$ cat src/rtl/dmem_pkg.sv
`default_nettype none
// ============================================================================
//  Module      : dmem_pkg
//  Description : Shared constants, types and the address legality helper for
//                the data-memory arbiter.
//  Revision    : 1.0  initial release
// ============================================================================
package dmem_pkg;

    // Default data memory depth in 32-bit words
    localparam int unsigned c_mem_words_default = 1024;

    // Requester port indices
    localparam logic P0 = 1'b0;
    localparam logic P1 = 1'b1;

    // Registered state of the response owed on the cycle after a handshake
    typedef struct packed {
        logic pending;
        logic owner;
        logic err;
        logic is_read;
    } rsp_state_t;

    // A byte address is illegal when misaligned or beyond the last word
    function automatic logic addr_is_illegal(input logic [31:0] addr,
                                             input int unsigned mem_words);
        return (addr[1:0] != 2'b00) || ({2'b00, addr[31:2]} >= mem_words);
    endfunction

endpackage
`default_nettype wire

$ cat src/rtl/dmem_addr_check.sv
`default_nettype none
// ============================================================================
//  Module      : dmem_addr_check
//  Description : Combinational legality check of a request byte address
//                (alignment and range against the memory depth).
//  Revision    : 1.0  initial release
// ============================================================================
module dmem_addr_check
    import dmem_pkg::*;
#(
    parameter int unsigned MEM_WORDS = c_mem_words_default
) (
    input  logic [31:0] addr,
    output logic        illegal
);

    assign illegal = addr_is_illegal(addr, MEM_WORDS);

endmodule
`default_nettype wire

$ cat src/rtl/dmem_arbiter.sv
`default_nettype none
// ============================================================================
//  Module      : dmem_arbiter
//  Description : Two-port data-memory arbiter. Port 0 (pipeline) has fixed
//                priority; port 1 (debug/DMA) is promoted once it has waited
//                STARVE_LIMIT cycles. Single-cycle memory access, responses
//                one cycle after the handshake, illegal addresses answered
//                with an error and no memory strobe.
//  Revision    : 1.0  initial release
// ============================================================================
module dmem_arbiter
    import dmem_pkg::*;
#(
    parameter int          STARVE_LIMIT = 4,
    parameter int unsigned MEM_WORDS    = c_mem_words_default
) (
    input  logic        clk,
    input  logic        rst,

    input  logic        p0_valid,
    input  logic        p0_we,
    input  logic [31:0] p0_addr,
    input  logic [31:0] p0_wdata,
    output logic        p0_ready,
    output logic        p0_rsp_valid,
    output logic        p0_rsp_err,
    output logic [31:0] p0_rdata,

    input  logic        p1_valid,
    input  logic        p1_we,
    input  logic [31:0] p1_addr,
    input  logic [31:0] p1_wdata,
    output logic        p1_ready,
    output logic        p1_rsp_valid,
    output logic        p1_rsp_err,
    output logic [31:0] p1_rdata,

    output logic        mem_readEn,
    output logic        mem_writeEn,
    output logic [31:0] mem_address,
    output logic [31:0] mem_wdata,
    input  logic [31:0] mem_rdata
);

    localparam int c_cnt_w = (STARVE_LIMIT < 1) ? 1 : $clog2(STARVE_LIMIT + 1);
    localparam logic [c_cnt_w-1:0] c_starve_max = c_cnt_w'(STARVE_LIMIT);

    logic [c_cnt_w-1:0] r_starve_cnt;
    rsp_state_t         r_rsp;

    logic        w_starved;
    logic        w_grant_p0;
    logic        w_grant_p1;
    logic        w_fire;
    logic        w_sel;
    logic        w_we;
    logic [31:0] w_addr;
    logic [31:0] w_wdata;
    logic        w_illegal;

    // Grant: p0 by default, p1 when p0 is idle or p1 has waited long enough
    always_comb begin
        w_starved  = (r_starve_cnt == c_starve_max);
        w_grant_p1 = !rst && p1_valid && (!p0_valid || w_starved);
        w_grant_p0 = !rst && p0_valid && !w_grant_p1;
        w_fire     = w_grant_p0 || w_grant_p1;
        w_sel      = w_grant_p1 ? P1 : P0;
        w_we       = (w_sel == P1) ? p1_we    : p0_we;
        w_addr     = (w_sel == P1) ? p1_addr  : p0_addr;
        w_wdata    = (w_sel == P1) ? p1_wdata : p0_wdata;
    end

    assign p0_ready = w_grant_p0;
    assign p1_ready = w_grant_p1;

    dmem_addr_check #(
        .MEM_WORDS (MEM_WORDS)
    ) u_addr_check (
        .addr    (w_addr),
        .illegal (w_illegal)
    );

    // Memory strobes only for an accepted, legal request
    always_comb begin
        mem_readEn  = w_fire && !w_we && !w_illegal;
        mem_writeEn = w_fire &&  w_we && !w_illegal;
        mem_address = {2'b00, w_addr[31:2]};
        mem_wdata   = w_wdata;
    end

    // Count cycles p1 waits; saturate at the limit, clear when p1 is served
    always_ff @(posedge clk) begin
        if (rst) begin
            r_starve_cnt <= '0;
        end else if (w_grant_p1) begin
            r_starve_cnt <= '0;
        end else if (p1_valid && (r_starve_cnt != c_starve_max)) begin
            r_starve_cnt <= r_starve_cnt + c_cnt_w'(1);
        end
    end

    // Remember who is owed a response next cycle and what kind it is
    always_ff @(posedge clk) begin
        if (rst) begin
            r_rsp <= '0;
        end else begin
            r_rsp.pending <= w_fire;
            r_rsp.owner   <= w_sel;
            r_rsp.err     <= w_illegal;
            r_rsp.is_read <= !w_we;
        end
    end

    // Route the response to its owner; data is zero unless a legal read
    always_comb begin
        p0_rsp_valid = 1'b0;
        p0_rsp_err   = 1'b0;
        p0_rdata     = '0;
        p1_rsp_valid = 1'b0;
        p1_rsp_err   = 1'b0;
        p1_rdata     = '0;
        if (!rst && r_rsp.pending) begin
            if (r_rsp.owner == P0) begin
                p0_rsp_valid = 1'b1;
                p0_rsp_err   = r_rsp.err;
                p0_rdata     = (!r_rsp.err && r_rsp.is_read) ? mem_rdata : '0;
            end else begin
                p1_rsp_valid = 1'b1;
                p1_rsp_err   = r_rsp.err;
                p1_rdata     = (!r_rsp.err && r_rsp.is_read) ? mem_rdata : '0;
            end
        end
    end

endmodule
`default_nettype wire

$ cat config.mk
export PLATFORM = sky130hd
export DESIGN_NAME = dmem_arbiter
export DESIGN_NICKNAME = d
export VERILOG_FILES = /design/src/rtl/dmem_pkg.sv /design/src/rtl/dmem_addr_check.sv /design/src/rtl/dmem_arbiter.sv
export SDC_FILE = /design/constraint.sdc
export NUM_CORES = 1
export LEC_CHECK = 0
export BUFFER_PORTS_ARGS = -buffer_cell sky130_fd_sc_hd__buf_2
export CAP_MARGIN = 0
export CORE_AREA = 3 3 116 118
export CTS_CLUSTER_DIAMETER = 60
export DETAILED_ROUTE_END_ITERATION = 7
export DIE_AREA = 0 0 119 121
export GPL_ROUTABILITY_DRIVEN = 1
export PLACE_DENSITY = 0.5
export SLEW_MARGIN = 20
export SYNTH_ARGS = -nofsm -noshare
export SYNTH_HDL_FRONTEND = slang
export SYNTH_HIERARCHICAL = 1
export SYNTH_SLANG_ARGS = --single-unit
$ cat constraint.sdc
create_clock -name clk -period 4.3 [get_ports clk]
set_input_delay 0 -clock clk [delete_from_list [all_inputs] [get_ports clk]]
set_output_delay 0 -clock clk [all_outputs]
set_load 0.02 [all_outputs]
Word-level counts from Yosys, hierarchy flattened. Cells that the tools add are included. W data, S select, Z words.

Output and inout bits: 136. Word-level logic and storage cells: 48. Register bits: 7. Input port bits: 166.

Muxes and demuxes: 17. Add/subtract/negate cells: 1. Magnitude comparators: 1. Equality and inequality tests: 2. Reductions and logical operators: 22.

Operator list (count): $mux W32 (7); $ge A30 B11 Y1 const B (1); $logic_and A1 B1 Y1 (11); $mux W1 (10); $logic_not A1 Y1 (6); $add A3 B1 Y3 const B (1); $eq A3 B3 Y1 const B (1); $logic_or A1 B1 Y1 (3); $ne A3 B3 Y1 const B (1); $reduce_bool A2 Y1 (1); $reduce_or A2 Y1 (1).

Logic depth before layout (Yosys ltp).
Depth after elaboration: 9. Mapped depth: 12. Depth with buffers taken out: 10.

Modules after synthesis. The synthesis kept the hierarchy.

By module, submodules not included: dmem_arbiter (cells an instance 228, area each 2084.5 sq um, times used 1, seq. area each 140.1 sq um); dmem_addr_check (cells an instance 7, area each 46.3 sq um, times used 1, seq. area each 0.0 sq um).

Least setup slack after synthesis. OpenSTA, ideal clock, no wires.

Kind: register -> output. Start point: register r_starve_cnt[0]. End point: output mem_readEn. Stages on the path, launching flop included: 12. Required time: 4300 ps. Setup slack: 968 ps. Path buffers: 2. Arrival: 3332 ps. Path through: dfxtp_1 > inv_1 > ha_1 > a21boi_4 > nor2_2 > buf_6 > buf_6 > mux2_4 > or4_1 > or4_1 > or3_1 > nor3_1.

Word-level cells in the longest chain between the ends: 9. Elaborated cells on any way between the ends: 16. Classes of those cells: order compare: 1; eq/ne: 1; mux: 3; reduce/logical: 11.

Ends and longest elaborated chain: start: declaration (RTL line dmem_arbiter.sv:48) `logic [c_cnt_w-1:0] r_starve_cnt;`; start signal: assignment (RTL line dmem_arbiter.sv:98) `r_starve_cnt <= r_starve_cnt + c_cnt_w'(1);`; $eq A3 B3 Y1 (RTL line dmem_arbiter.sv:63) `w_starved = (r_starve_cnt == c_starve_max);`; $logic_or A1 B1 Y1 (RTL line dmem_arbiter.sv:64) `w_grant_p1 = !rst && p1_valid && (!p0_valid || w_starved);`; $logic_and A1 B1 Y1 (RTL line dmem_arbiter.sv:64); $mux W1 (RTL line dmem_arbiter.sv:67) `w_sel = w_grant_p1 ? P1 : P0;`; $mux W32 (RTL line dmem_arbiter.sv:69) `w_addr = (w_sel == P1) ? p1_addr : p0_addr;`; named net w_addr[14] (RTL line dmem_arbiter.sv:57) `logic [31:0] w_addr;`; $ge A30 B11 Y1 (RTL line dmem_pkg.sv:28) `return (addr[1:0] != 2'b00) || ({2'b00, addr[31:2]} >= mem_words);`; $logic_or A1 B1 Y1 (RTL line dmem_pkg.sv:28); named net w_illegal (RTL line dmem_arbiter.sv:59) `logic w_illegal;`; $logic_not A1 Y1 (RTL line dmem_arbiter.sv:85) `mem_readEn = w_fire && !w_we && !w_illegal;`; $logic_and A1 B1 Y1 (RTL line dmem_arbiter.sv:85); end: declaration (RTL line dmem_arbiter.sv:38) `output logic mem_readEn,`.

The timed path passes the listed nets, and every way through them passes these cells.

Worst setup path after layout.
Start point: register r_starve_cnt[0]. End point: output mem_writeEn.

Word-level cells in the longest chain between the ends: 9. Elaborated cells on any way between the ends: 15. Classes of those cells: order compare: 1; eq/ne: 1; mux: 3; reduce/logical: 10.

Ends and longest elaborated chain: $eq A3 B3 Y1 * (RTL line dmem_arbiter.sv:63); $logic_or A1 B1 Y1 * (RTL line dmem_arbiter.sv:64); $logic_and A1 B1 Y1 * (RTL line dmem_arbiter.sv:64); $mux W1 * (RTL line dmem_arbiter.sv:67); $mux W32 * (RTL line dmem_arbiter.sv:69); $ge A30 B11 Y1 or $reduce_bool A2 Y1 (tied branches) (RTL line dmem_pkg.sv:28); $logic_or A1 B1 Y1 * (RTL line dmem_pkg.sv:28); named net w_illegal (RTL line dmem_arbiter.sv:59); $logic_not A1 Y1 * (RTL line dmem_arbiter.sv:86) `mem_writeEn = w_fire && w_we && !w_illegal;`; $logic_and A1 B1 Y1 * (RTL line dmem_arbiter.sv:86); end: declaration (RTL line dmem_arbiter.sv:39) `output logic mem_writeEn,`.

The timed path passes the listed nets; every way through them passes the cells marked *.

==> impl_metrics.env <==
export IMPL_route_vias_total=2771
export IMPL_synth_top_area_cell="mux2_4"
export IMPL_place_hpwl_mm=7.80
export IMPL_nNetsFinal=659
export IMPL_power_density_nw_per_um2=148
export IMPL_crit_type="reg2out"
export IMPL_hp_class="in2reg"
export IMPL_drt_first_pass_iters=4
export IMPL_die_x_um=119
export IMPL_hold_violations=0
export IMPL_placedCellCount=658
export IMPL_cap_viol_max_count=0
export IMPL_crit_family="simple AND/OR/NAND/NOR gates"
export IMPL_drtIter0Drc=67
export IMPL_netlist_top_cells_count="and3_1, mux2_4, buf_4"
export IMPL_grt_pass1_vias=2672
export IMPL_netSwitchingFraction=0.356
export IMPL_synth_async_reset_ratio=0
export IMPL_grt_use_total=0.110
export IMPL_finalSetupTns_ns=0
export IMPL_comb_power_share=0.573
export IMPL_dpl_worst_slack_ns=0.719
export IMPL_path_max_fanout=17
export IMPL_grt_pass1_wl_mm=13.3
export IMPL_fillers=1329
export IMPL_routed_wl_mm=9.02
export IMPL_p_int_mw=0.344
export IMPL_rsz0062_at_grt="false"
export IMPL_synth_top_area_frac=0.345
export IMPL_drt_vias_per_instance=4.18
export IMPL_wire_per_inst_um=13.6
export IMPL_core_area_um2=12600
export IMPL_dieArea_um2=14400
export IMPL_htreeDepth=1
export IMPL_final_seq_area_um2=140
export IMPL_floorplan_initialDensity=0.170
export IMPL_synth_edf_count=0
export IMPL_final_core_util=0.287
export IMPL_fin_skew_ns=0.000262
export IMPL_clkSlewWorstSetupHoldPaths_ns=0.04
export IMPL_die_height_um=121
export IMPL_clkLatencyLatePin_ns=0.23
export IMPL_synth_distinct_cells=36
export IMPL_clockBufferDepth=2
export IMPL_row_count=41
export IMPL_slowest_stage="nor2_4"
export IMPL_fin_ws_ns=0.498
export IMPL_port_buffers=299
export IMPL_post_cts_buffers=0
export IMPL_syn_avg_cell_area_um2=9.07
export IMPL_drv_slew=0
export IMPL_cts_resized=0
export IMPL_ant_nets=0
export IMPL_ys_top_cells_by_area="mux2_4, and3_1, buf_4"
export IMPL_synth_main_ff_cell="dfxtp_1"
export IMPL_critPathCaptureType="output port"
export IMPL_grt_max_degree=65
export IMPL_gp_congestion=0.769
export IMPL_max_freq_ghz=0.263
export IMPL_fin_crit_sh=0.884
export IMPL_synth_seq_cells=7
export IMPL_ios=302
export IMPL_leakage_nw=2.32
export IMPL_power_clock_fraction=0.297
export IMPL_critPathBufInv=3
export IMPL_tritoncts="built"
export IMPL_startpoint_type="flip-flop"
export IMPL_cts_buffers=3
export IMPL_yosysMostFrequentCell="and3_1"
export IMPL_antenna_found_initial=1
export IMPL_cts_sinks=7
export IMPL_fin_crit_ns=3.80
export IMPL_clockRootBuffer="clkbuf_16"
export IMPL_seqPwrFrac=0.131
export IMPL_relSlewSlack=0.368
export IMPL_synth_seq_area_share=0.0658
export IMPL_multiInputGateArea_um2=1620
export IMPL_worst_slew_pin_slew_ns=0.948
export IMPL_synth_area_um2=2130
export IMPL_post_route_cells_drive_above_1_share=0.773
export IMPL_vdd_ir_drop_max_v=0.0000862
export IMPL_instances_no_fill=663
export IMPL_setup_viol=0
export IMPL_status="finished clean"
export IMPL_p_sw_mw=0.190
export IMPL_yosysWarnings=6
export IMPL_drc=0
export IMPL_max_stage_delay_ns=0.50
export IMPL_syn_to_final_growth_pct=69.2
export IMPL_overflow=0
export IMPL_cts_hold_buf=0
export IMPL_cp_data_required_time_ns=4.30
export IMPL_netlist_instances=235
export IMPL_path_cells="inv_1 -> ha_1 -> a21boi_4 -> nor2_4 -> buf_4 -> mux2_2 -> nor4_1 -> nand4_1 -> or4_1 -> or3_1 -> o21ba_2 -> buf_2"
export IMPL_critPathArrivalTime_ns=3.80
area by class of cell:
cell class                      instances  area share
Multi-Input combinational cell        171       0.448
Timing Repair Buffer                  305       0.428
Tap cell                              172      0.0597
Sequential cell                         7      0.0389
Clock buffer                            4      0.0219
Inverter                                3     0.00312
Antenna cell                            1    0.000694
state kept, by name (all words and copies together) (netlist names):
| name | flops |
|---|---|
| r_starve_cnt | 3 |
| r_rsp | 4 |
power groups by stage:
stage / sequential [mW] / combinational [mW] / clock [mW]
2_1_floorplan: 0.0702 / 0.204 / 0
3_3_place_gp: 0.0707 / 0.306 / 0
3_5_place_dp: 0.0708 / 0.307 / 0
4_1_cts: 0.0699 / 0.309 / 0.161
5_1_grt: 0.0702 / 0.330 / 0.166
6_report: 0.0698 / 0.306 / 0.159
stage by stage:
stage	total power [mW]	hold WS, ns	instance area, um^2
final	0.535	0.00929	3600
after detailed placement	0.378	0.247	3520
after global routing	0.566	0.0362	3600
after CTS	0.540	0.00909	3600
after floorplan	0.275	0.119	2130
after global placement	0.377	0.234	3520
path summary, 6_finish.rpt:
check | slack [ns] | cells after the start | start | endpoint
setup / recovery | 0.50 | 12 | r_starve_cnt[0] | mem_writeEn
hold / removal | 0.009 | 2 | p1_we | r_rsp[0]
setup reg to reg | 1.22 | 10 | r_starve_cnt[0] | r_rsp[1]
hold reg to reg | 0.48 | 2 | r_starve_cnt[1] | r_starve_cnt[1]
routing by layer:
metal / up-vias / track usage / wire length (um)
li1: 1328 / - / -
met1: 1243 / 0.122 / 3310
met4: 0 / 0.0181 / 88
met5: - / 0 / 0
met2: 194 / 0.211 / 4700
met3: 6 / 0.0298 / 918
kinds of logic (layout without fill, tap and decap cells):
group,Yosys count,after routing,share of synthesized area
AO/OA/AOI/OAI,11,11,0.0411
multiplexers,64,64,0.425
AND/OR/NAND/NOR,92,92,0.274
buffers and inverters,58,312,0.181
adder cells (fa/ha/maj),2,2,0.0117
other,1,3,0.00176
flip-flops,7,7,0.0658
placed cells by master (no fill, tap or decap):
cell,count
buf_2,299
and3_1,64
mux2_4,49
mux2_2,15
dfxtp_1,7
buf_4,6
a21oi_1,4
nor4_1,4
inv_1,3
nor2_1,3
clkbuf_16,3
nor3b_1,2
and2_1,2
nand3_1,2
nand2_1,2
ha_1,2
conb_1,2
or4_1,2
diode_2,1
and3b_1,1
nor2b_2,1
nor3b_2,1
a21boi_4,1
nand2b_4,1
nor2_4,1
a21bo_2,1
nand2b_1,1
or3_1,1
o21a_1,1
nor3_1,1
o21ba_2,1
a21boi_0,1
a311oi_1,1
nand4b_1,1
o21ai_0,1
nor2b_1,1
clkbuf_1,1
nand4_1,1
Power figures use the tool's default switching activity.
